==> src/rtl/ar_pkg.sv <==
// ar_pkg: shared definitions for the ARINC-429 style receive decoder.
//   - line-rate encodings for the 2-bit Nvel input and their bit rates
//   - receiver state enumeration
//   - bit_period(): clocks per bit for a given system clock and rate code
//   - word geometry (WORD_BITS, LABEL_BITS)
package ar_pkg;

  localparam int WORD_BITS  = 32;
  localparam int LABEL_BITS = 8;

  // Nvel encodings; 2'b11 aliases the 100 kbit/s rate.
  localparam logic [1:0] RATE_12K5 = 2'b00;
  localparam logic [1:0] RATE_50K  = 2'b01;
  localparam logic [1:0] RATE_100K = 2'b10;

  localparam int BAUD_12K5 = 12_500;
  localparam int BAUD_50K  = 50_000;
  localparam int BAUD_100K = 100_000;

  typedef enum logic [1:0] {
    ST_SYNC  = 2'd0,  // waiting for a long enough null gap
    ST_IDLE  = 2'd1,  // gap satisfied, waiting for the first bit
    ST_QWAIT = 2'd2,  // quarter-bit delay from an edge to the sample point
    ST_BIT   = 2'd3   // between samples, waiting for the next bit edge
  } rx_state_t;

  // Clocks per bit period. Arguments are elaboration constants apart from
  // the rate code, so this reduces to a small constant mux.
  function automatic int bit_period(input int f_clk, input logic [1:0] nvel);
    int per;
    case (nvel)
      RATE_12K5: per = f_clk / BAUD_12K5;
      RATE_50K:  per = f_clk / BAUD_50K;
      default:   per = f_clk / BAUD_100K;
    endcase
    return per;
  endfunction

endpackage

==> src/rtl/ar_sync2.sv <==
// ar_sync2: two-flop synchronizer for one asynchronous line input.
// Ports:
//   clk   - destination clock
//   rst_n - asynchronous active-low reset, output clears to 0
//   d     - asynchronous input
//   q     - synchronized output (two clocks of latency)
module ar_sync2 (
  input  logic clk,
  input  logic rst_n,
  input  logic d,
  output logic q
);

  logic meta_reg;

  always_ff @(posedge clk or negedge rst_n) begin
    if (!rst_n) begin
      meta_reg <= 1'b0;
      q        <= 1'b0;
    end else begin
      meta_reg <= d;
      q        <= meta_reg;
    end
  end

endmodule

==> src/rtl/ar_rx_decoder.sv <==
// ar_rx_decoder: ARINC-429 style bipolar return-to-zero line decoder.
// Recovers bit timing from the two line levels, assembles 32-bit words,
// checks odd parity and framing, and presents label/data with a one-cycle
// write strobe.
//
// Parameters:
//   F_CLK    - system clock frequency in Hz
//   GAP_BITS - null bit periods required before a word may start
// Ports:
//   clk      - system clock
//   Rn       - asynchronous active-low reset
//   inp1     - line "logic 1" level, asynchronous
//   inp0     - line "logic 0" level, asynchronous
//   Nvel     - rate select: 00 12.5k, 01 50k, 1x 100k bit/s
//   lbl_val  - label match value (label filter builds only)
//   lbl_mask - label match mask, 1 = compare bit (label filter builds only)
//   rx_adr   - received label, first bit on the line at rx_adr[7]
//   rx_dat   - word bits 9..32, parity bit at rx_dat[23]
//   ce_wr    - one-cycle strobe, rx_adr/rx_dat/par_err updated
//   par_err  - 1 when the delivered word has even parity
//   frm_err  - one-cycle strobe on a framing violation
//   busy     - 1 while a word is being received
//
// Build option: define AR_RX_LABEL_FILTER_EN to deliver only words whose
// label matches lbl_val under lbl_mask; otherwise every word is delivered.
module ar_rx_decoder
  import ar_pkg::*;
#(
  parameter int F_CLK    = 50_000_000,
  parameter int GAP_BITS = 2
) (
  input  logic                  clk,
  input  logic                  Rn,
  input  logic                  inp1,
  input  logic                  inp0,
  input  logic [1:0]            Nvel,
  input  logic [LABEL_BITS-1:0] lbl_val,
  input  logic [LABEL_BITS-1:0] lbl_mask,
  output logic [LABEL_BITS-1:0] rx_adr,
  output logic [23:0]           rx_dat,
  output logic                  ce_wr,
  output logic                  par_err,
  output logic                  frm_err,
  output logic                  busy
);

  // The single timer serves as the gap counter in SYNC and as the
  // time-since-edge counter during a word, so size it for the longer use.
  localparam int T_MAX   = F_CLK / BAUD_12K5;
  localparam int GAP_MAX = (GAP_BITS > 2) ? GAP_BITS : 2;
  localparam int CW      = $clog2(GAP_MAX * T_MAX + 1) + 1;
  localparam int BW      = $clog2(WORD_BITS) + 1;

  localparam logic [CW-1:0] CNT_ONE  = CW'(1);
  localparam logic [BW-1:0] BIT_ONE  = BW'(1);
  localparam logic [BW-1:0] BIT_LAST = BW'(WORD_BITS - 1);

  logic s1;
  logic s0;

  rx_state_t             state_reg;
  logic [CW-1:0]         cnt_reg;
  logic [BW-1:0]         bit_cnt_reg;
  logic [WORD_BITS-1:0]  word_reg;
  logic [1:0]            rate_reg;
  logic                  prev_null_reg;
  logic                  armed_reg;

  logic                  line_null;
  logic                  edge_det;
  logic                  bit_ok;
  logic [WORD_BITS-1:0]  word_shift;
  logic [CW-1:0]         gap_lim;
  logic [CW-1:0]         t_word;
  logic [CW-1:0]         q_lim;
  logic [CW-1:0]         tout_lim;
  logic [LABEL_BITS-1:0] label_rev;
  logic                  label_ok;

  ar_sync2 u_sync1 (.clk(clk), .rst_n(Rn), .d(inp1), .q(s1));
  ar_sync2 u_sync0 (.clk(clk), .rst_n(Rn), .d(inp0), .q(s0));

  always_comb begin
    line_null  = ~s1 & ~s0;
    edge_det   = prev_null_reg & ~line_null;
    bit_ok     = s1 ^ s0;
    // New bits enter at the top so the first received bit ends at index 0.
    word_shift = {s1, word_reg[WORD_BITS-1:1]};
    // The gap follows the live rate; word timing uses the rate latched at
    // the word start so a mid-word Nvel change cannot disturb it.
    gap_lim    = CW'(GAP_BITS * bit_period(F_CLK, Nvel));
    t_word     = CW'(bit_period(F_CLK, rate_reg));
    q_lim      = t_word >> 2;
    tout_lim   = t_word + (t_word >> 1);
  end

  // The label is sent MSB first, so the first bit lands at the top.
  for (genvar gi = 0; gi < LABEL_BITS; gi++) begin : g_label_rev
    assign label_rev[LABEL_BITS-1-gi] = word_shift[gi];
  end

`ifdef AR_RX_LABEL_FILTER_EN
  assign label_ok = (((label_rev ^ lbl_val) & lbl_mask) == '0);
`else
  assign label_ok = 1'b1;
  logic unused_lbl;
  assign unused_lbl = ^{lbl_val, lbl_mask};
`endif

  always_ff @(posedge clk or negedge Rn) begin
    if (!Rn) begin
      state_reg     <= ST_SYNC;
      cnt_reg       <= '0;
      bit_cnt_reg   <= '0;
      word_reg      <= '0;
      rate_reg      <= RATE_12K5;
      prev_null_reg <= 1'b0;
      armed_reg     <= 1'b0;
      rx_adr        <= '0;
      rx_dat        <= '0;
      ce_wr         <= 1'b0;
      par_err       <= 1'b0;
      frm_err       <= 1'b0;
      busy          <= 1'b0;
    end else begin
      ce_wr         <= 1'b0;
      frm_err       <= 1'b0;
      prev_null_reg <= line_null;

      case (state_reg)
        ST_SYNC: begin
          if (!line_null) begin
            cnt_reg <= '0;
            // A new bit edge right after a delivered word means the gap
            // was too short; report it once per gap violation.
            if (edge_det && armed_reg) begin
              frm_err   <= 1'b1;
              armed_reg <= 1'b0;
            end
          end else if (cnt_reg >= gap_lim - CNT_ONE) begin
            state_reg <= ST_IDLE;
            cnt_reg   <= '0;
            armed_reg <= 1'b0;
          end else begin
            cnt_reg <= cnt_reg + CNT_ONE;
          end
        end

        ST_IDLE: begin
          if (!line_null) begin
            state_reg   <= ST_QWAIT;
            cnt_reg     <= '0;
            bit_cnt_reg <= '0;
            rate_reg    <= Nvel;
            busy        <= 1'b1;
          end
        end

        ST_QWAIT: begin
          if (cnt_reg >= q_lim - CNT_ONE) begin
            if (!bit_ok) begin
              frm_err   <= 1'b1;
              busy      <= 1'b0;
              armed_reg <= 1'b0;
              state_reg <= ST_SYNC;
              cnt_reg   <= '0;
            end else if (bit_cnt_reg == BIT_LAST) begin
              word_reg    <= word_shift;
              bit_cnt_reg <= bit_cnt_reg + BIT_ONE;
              busy        <= 1'b0;
              armed_reg   <= 1'b1;
              state_reg   <= ST_SYNC;
              cnt_reg     <= '0;
              if (label_ok) begin
                ce_wr   <= 1'b1;
                rx_adr  <= label_rev;
                rx_dat  <= word_shift[WORD_BITS-1:LABEL_BITS];
                par_err <= ~^word_shift;
              end
            end else begin
              word_reg    <= word_shift;
              bit_cnt_reg <= bit_cnt_reg + BIT_ONE;
              state_reg   <= ST_BIT;
              cnt_reg     <= cnt_reg + CNT_ONE;
            end
          end else begin
            cnt_reg <= cnt_reg + CNT_ONE;
          end
        end

        ST_BIT: begin
          // The timer keeps running from the last edge through QWAIT, so
          // the timeout is measured edge to edge.
          if (edge_det) begin
            state_reg <= ST_QWAIT;
            cnt_reg   <= '0;
          end else if (cnt_reg >= tout_lim - CNT_ONE) begin
            frm_err   <= 1'b1;
            busy      <= 1'b0;
            armed_reg <= 1'b0;
            state_reg <= ST_SYNC;
            cnt_reg   <= '0;
          end else begin
            cnt_reg <= cnt_reg + CNT_ONE;
          end
        end

        default: begin
          state_reg <= ST_SYNC;
          cnt_reg   <= '0;
        end
      endcase
    end
  end

endmodule

==> config.mk <==
export PLATFORM = sky130hd
export DESIGN_NAME = ar_rx_decoder
export DESIGN_NICKNAME = d
export VERILOG_FILES = /design/src/rtl/ar_pkg.sv /design/src/rtl/ar_sync2.sv /design/src/rtl/ar_rx_decoder.sv
export SDC_FILE = /design/constraint.sdc
export NUM_CORES = 1
export LEC_CHECK = 0
export ABC_AREA = 1
export CAP_MARGIN = 20
export CELL_PAD_IN_SITES_DETAIL_PLACEMENT = 1
export CELL_PAD_IN_SITES_GLOBAL_PLACEMENT = 1
export CORE_MARGIN = 2
export CORE_UTILIZATION = 25
export DETAILED_ROUTE_END_ITERATION = 10
export GPL_ROUTABILITY_DRIVEN = 0
export GPL_TIMING_DRIVEN = 0
export HOLD_SLACK_MARGIN = 0.12
export MAX_ROUTING_LAYER = met4
export PLACE_DENSITY = 0.58
export SETUP_SLACK_MARGIN = 0.4
export SYNTH_ARGS = -nofsm -noshare
export SYNTH_HDL_FRONTEND = slang
export SYNTH_SLANG_ARGS = --single-unit
==> constraint.sdc <==
create_clock -name clk -period 4.1 [get_ports clk]
set_input_delay 0.82 -clock clk [delete_from_list [all_inputs] [get_ports clk]]
set_output_delay 0.82 -clock clk [all_outputs]
set_load 0.01 [all_outputs]
==> summary.txt <==
Setup path
  – Critical path startpoint category: primary input
  – Worst Path Max Fanout: 10
  – CP Class: primary input to flip-flop
  – Critical Path RT: ~4.3 ns
  – CP endpoint kind: flip-flop
  – Worst path arrival time: 3.04 ns

Power
  – Comb pwr share: 0.042
  – Worst VDD drop: 0.169 mV
  – Sequential Power Share: 0.512
  – Clock share of power: 0.446
  – Switching fraction of total power: 0.249
  – Total power: about 0.0019 W
  – Lkg Pwr: around 3.7 nW
  – Internal: between 0.001 and 0.0015 W
  – PD cells: ~250 nW/um^2
  – Sw Pwr: 0.000469 W

STA
  – # setup viols final: 0
  – Final Hold Vio Count: 0
  – Relative slew slack: 0.597
  – Final Cycle Share: 0.685
  – Max frequency: around 360 MHz
  – RSZ-0062 raised after global routing: false
  – Fin crit period: between 2 and 3 ns
  – Post-route setup slack: 1.29 ns
  – Setup TNS: 0 ns
  – Max Slew Vio Count: 0
  – Worst Skew: 0.0168 ns
  – Worst Max-Slew Pin Slew: roughly 0.60 ns

Global routing
  – Initial antenna violation count: 0
  – Total GRT Usage: 0.154
  – Largest net degree at the start of global routing: 63
  – Vias in the first global route: roughly 6,000
  – Total gr overflow: 0
  – First-pass GRT wire length: ~31 mm

Floorplan
  – I/O pin cnt: slightly below 60
  – Die Y: 163 um
  – Initial Utilization: 0.253
  – Num rows: 58
  – Die W: ~160 um
  – Die footprint: ~27,000 um^2
  – Core area: between 20,000 and 30,000 um^2

Logic synthesis
  – Yosys cell types: 32
  – Yosys reg bits: 97
  – Largest area contributor in the netlist: dfrtp_1
  – Xor/xnor cell area share of the yosys netlist: 0.00968
  – Post-synthesis compound-gate area fraction: 0.0826
  – Synth top area cells: dfrtp_1, nand2_1, inv_1
  – Avg Cell Area, Syn: slightly above 7 um^2
  – Adder-Cell Fraction of Synth Area: 0.0573
  – Post-synthesis mux area share: 0
  – Mapped Cells: 900
  – Area of the mapped netlist: about 6300 um^2
  – Top-area cell type share of the netlist area: 0.383
  – Main combinational cell family by area after synthesis: simple AND/OR/NAND/NOR gates
  – Total number of yosys warnings: 0
  – Simple-Gate Fraction of Synth Area: 0.370
  – Post-synthesis sequential area ratio: 0.383

Routing
  – Vias per std cell: between 4 and 5
  – Pre-Repair DR Iteration Count: 4
  – Antenna-violating nets left: 0
  – Routed WL per cell: between 10 and 15 um
  – DRT iter0 DRCs: 264
  – Residual DRC: 0
  – DRT Wirelength: around 19 mm
  – Via count: 5,869

Clock tree
  – CTS sink cnt: between 90 and 100
  – Post-CTS setup buffer count: 0
  – CTS tree: done
  – Hold Buf Count CTS: 0
  – Max H-tree Level: 3
  – Total CTS buffers: 9
  – Root Buffer: clkbuf_16
  – Number of buffers on the longest clock path: 2
  – Clock latency on the worst-skew pair: 0.36 ns
  – CTS resizes: 0
  – Clk slew on worst S/H paths: approximately 0.07 ns

Run status
  – Status: complete, no violations

Layout
  – Layout area overhead: 18.2%
  – Commonest cells after routing, fill and taps aside: nand2_1, inv_1, dfrtp_1
  – Multi-input logic area: around 3300 um^2
  – N_diodes: 0
  – Post-layout instance area: between 7000 and 8000 um^2
  – Post-Layout Cell Count: approximately 1,300
  – Layout fillers: 3,110
  – Layout cells sized above 1: 0.0833
  – Most common cell after layout, fill and taps aside: nand2_1
  – Max reg flops: 31
  – # nets final: 1,006
  – Register area: 2430 um^2

Placed design
  – Placed cells: approximately 1,300
  – Post-DP HPWL: 13.8 mm
  – Area after DPL: 7210 um^2
  – Place WS: about 0.9 ns
  – Port Buf Inserts: just over 40

Worst hold path
  – HP Class: flip-flop to flip-flop

Job
  – Total of max-cap violations: 0
-- per-layer routing --
layer  track usage  vias up  wire length, um
met5             -        -                0
met4        0.0491        0              242
met3        0.0188       15              367
met2         0.253       45             8940
met1         0.198     2831             9210
li1              -     2978                -
-- power by group through the flow --
stage / Sequential (W) / Clock [W] / Combinational (W)
4_1_cts: 0.000965 / 0.000871 / 0.0000813
6_report: 0.000965 / 0.000841 / 0.0000786
3_3_place_gp: 0.000985 / 0 / 0.0000747
3_5_place_dp: 0.000984 / 0 / 0.0000810
5_1_grt: 0.000966 / 0.000899 / 0.0000930
2_1_floorplan: 0.000982 / 0 / 0.0000357
-- synth_stat cells, drive strengths merged --
| cell | n |
|---|---|
| inv | 110 |
| nand3b | 1 |
| nor2b | 1 |
| nand2 | 377 |
| clkbuf | 9 |
| buf | 18 |
| nand4 | 48 |
| conb | 2 |
| and2 | 2 |
| xor2 | 6 |
| nor2 | 53 |
| clkinv | 2 |
| o21ai | 71 |
| a21oi | 8 |
| o211ai | 1 |
| xnor2 | 1 |
| nor3 | 2 |
| dfrtp | 97 |
| ha | 29 |
| nand3 | 62 |
-- cell families after synthesis --
logic type | count (synthesis)
compound gates | 80
xor+xnor | 7
fa+ha+maj | 29
buf+inv | 139
flops | 97
other cells | 2
simple gates | 546
-- through the flow --
| step | util | hold slack (ns) |
|---|---|---|
| finish | 0.299 | 0.363 |
| global route | 0.299 | 0.367 |
| CTS | 0.299 | 0.365 |
| detailed placement | 0.288 | 0.340 |
| global placement | 0.286 | 0.338 |
| floorplan | - | 0.331 |
-- area by class of cell --
type	count	share of cell area
multi-input combinational	665	0.441
sequential	97	0.324
timing repair buffer	43	0.0608
inverter	112	0.0563
tap	330	0.0551
clock buffer	11	0.0324
buffer	27	0.0252
clock inverter	5	0.00535
-- worst max-delay path: stages --
cell and delay, ns:
clkdlybuf4s50_1 0.50, nor2_1 0.30, inv_1 0.11, ha_1 0.29, inv_1 0.03, nor2_1 0.11
nand3_1 0.10, nor2_1 0.11, nand2_1 0.09, nand2_1 0.10, inv_1 0.06, buf_2 0.19
nand4_1 0.10, nand4_1 0.11
-- path summary, 6_finish.rpt --
kind | start | endpoint | slack [ns] | cells after the start
setup / recovery | Nvel[1] | cnt_reg[5] | 1.29 | 14
hold / removal | u_sync1.meta_reg | u_sync1.q | 0.36 | 0
setup reg to reg | rate_reg[1] | bit_cnt_reg[0] | 1.50 | 12
hold reg to reg | u_sync1.meta_reg | u_sync1.q | 0.36 | 0
max in group asynchronous | Rn | word_reg[2] | 3.10 | 3
min in group asynchronous | Rn | rx_dat[18] | 0.47 | 2
(Power assumes the default switching activity.)
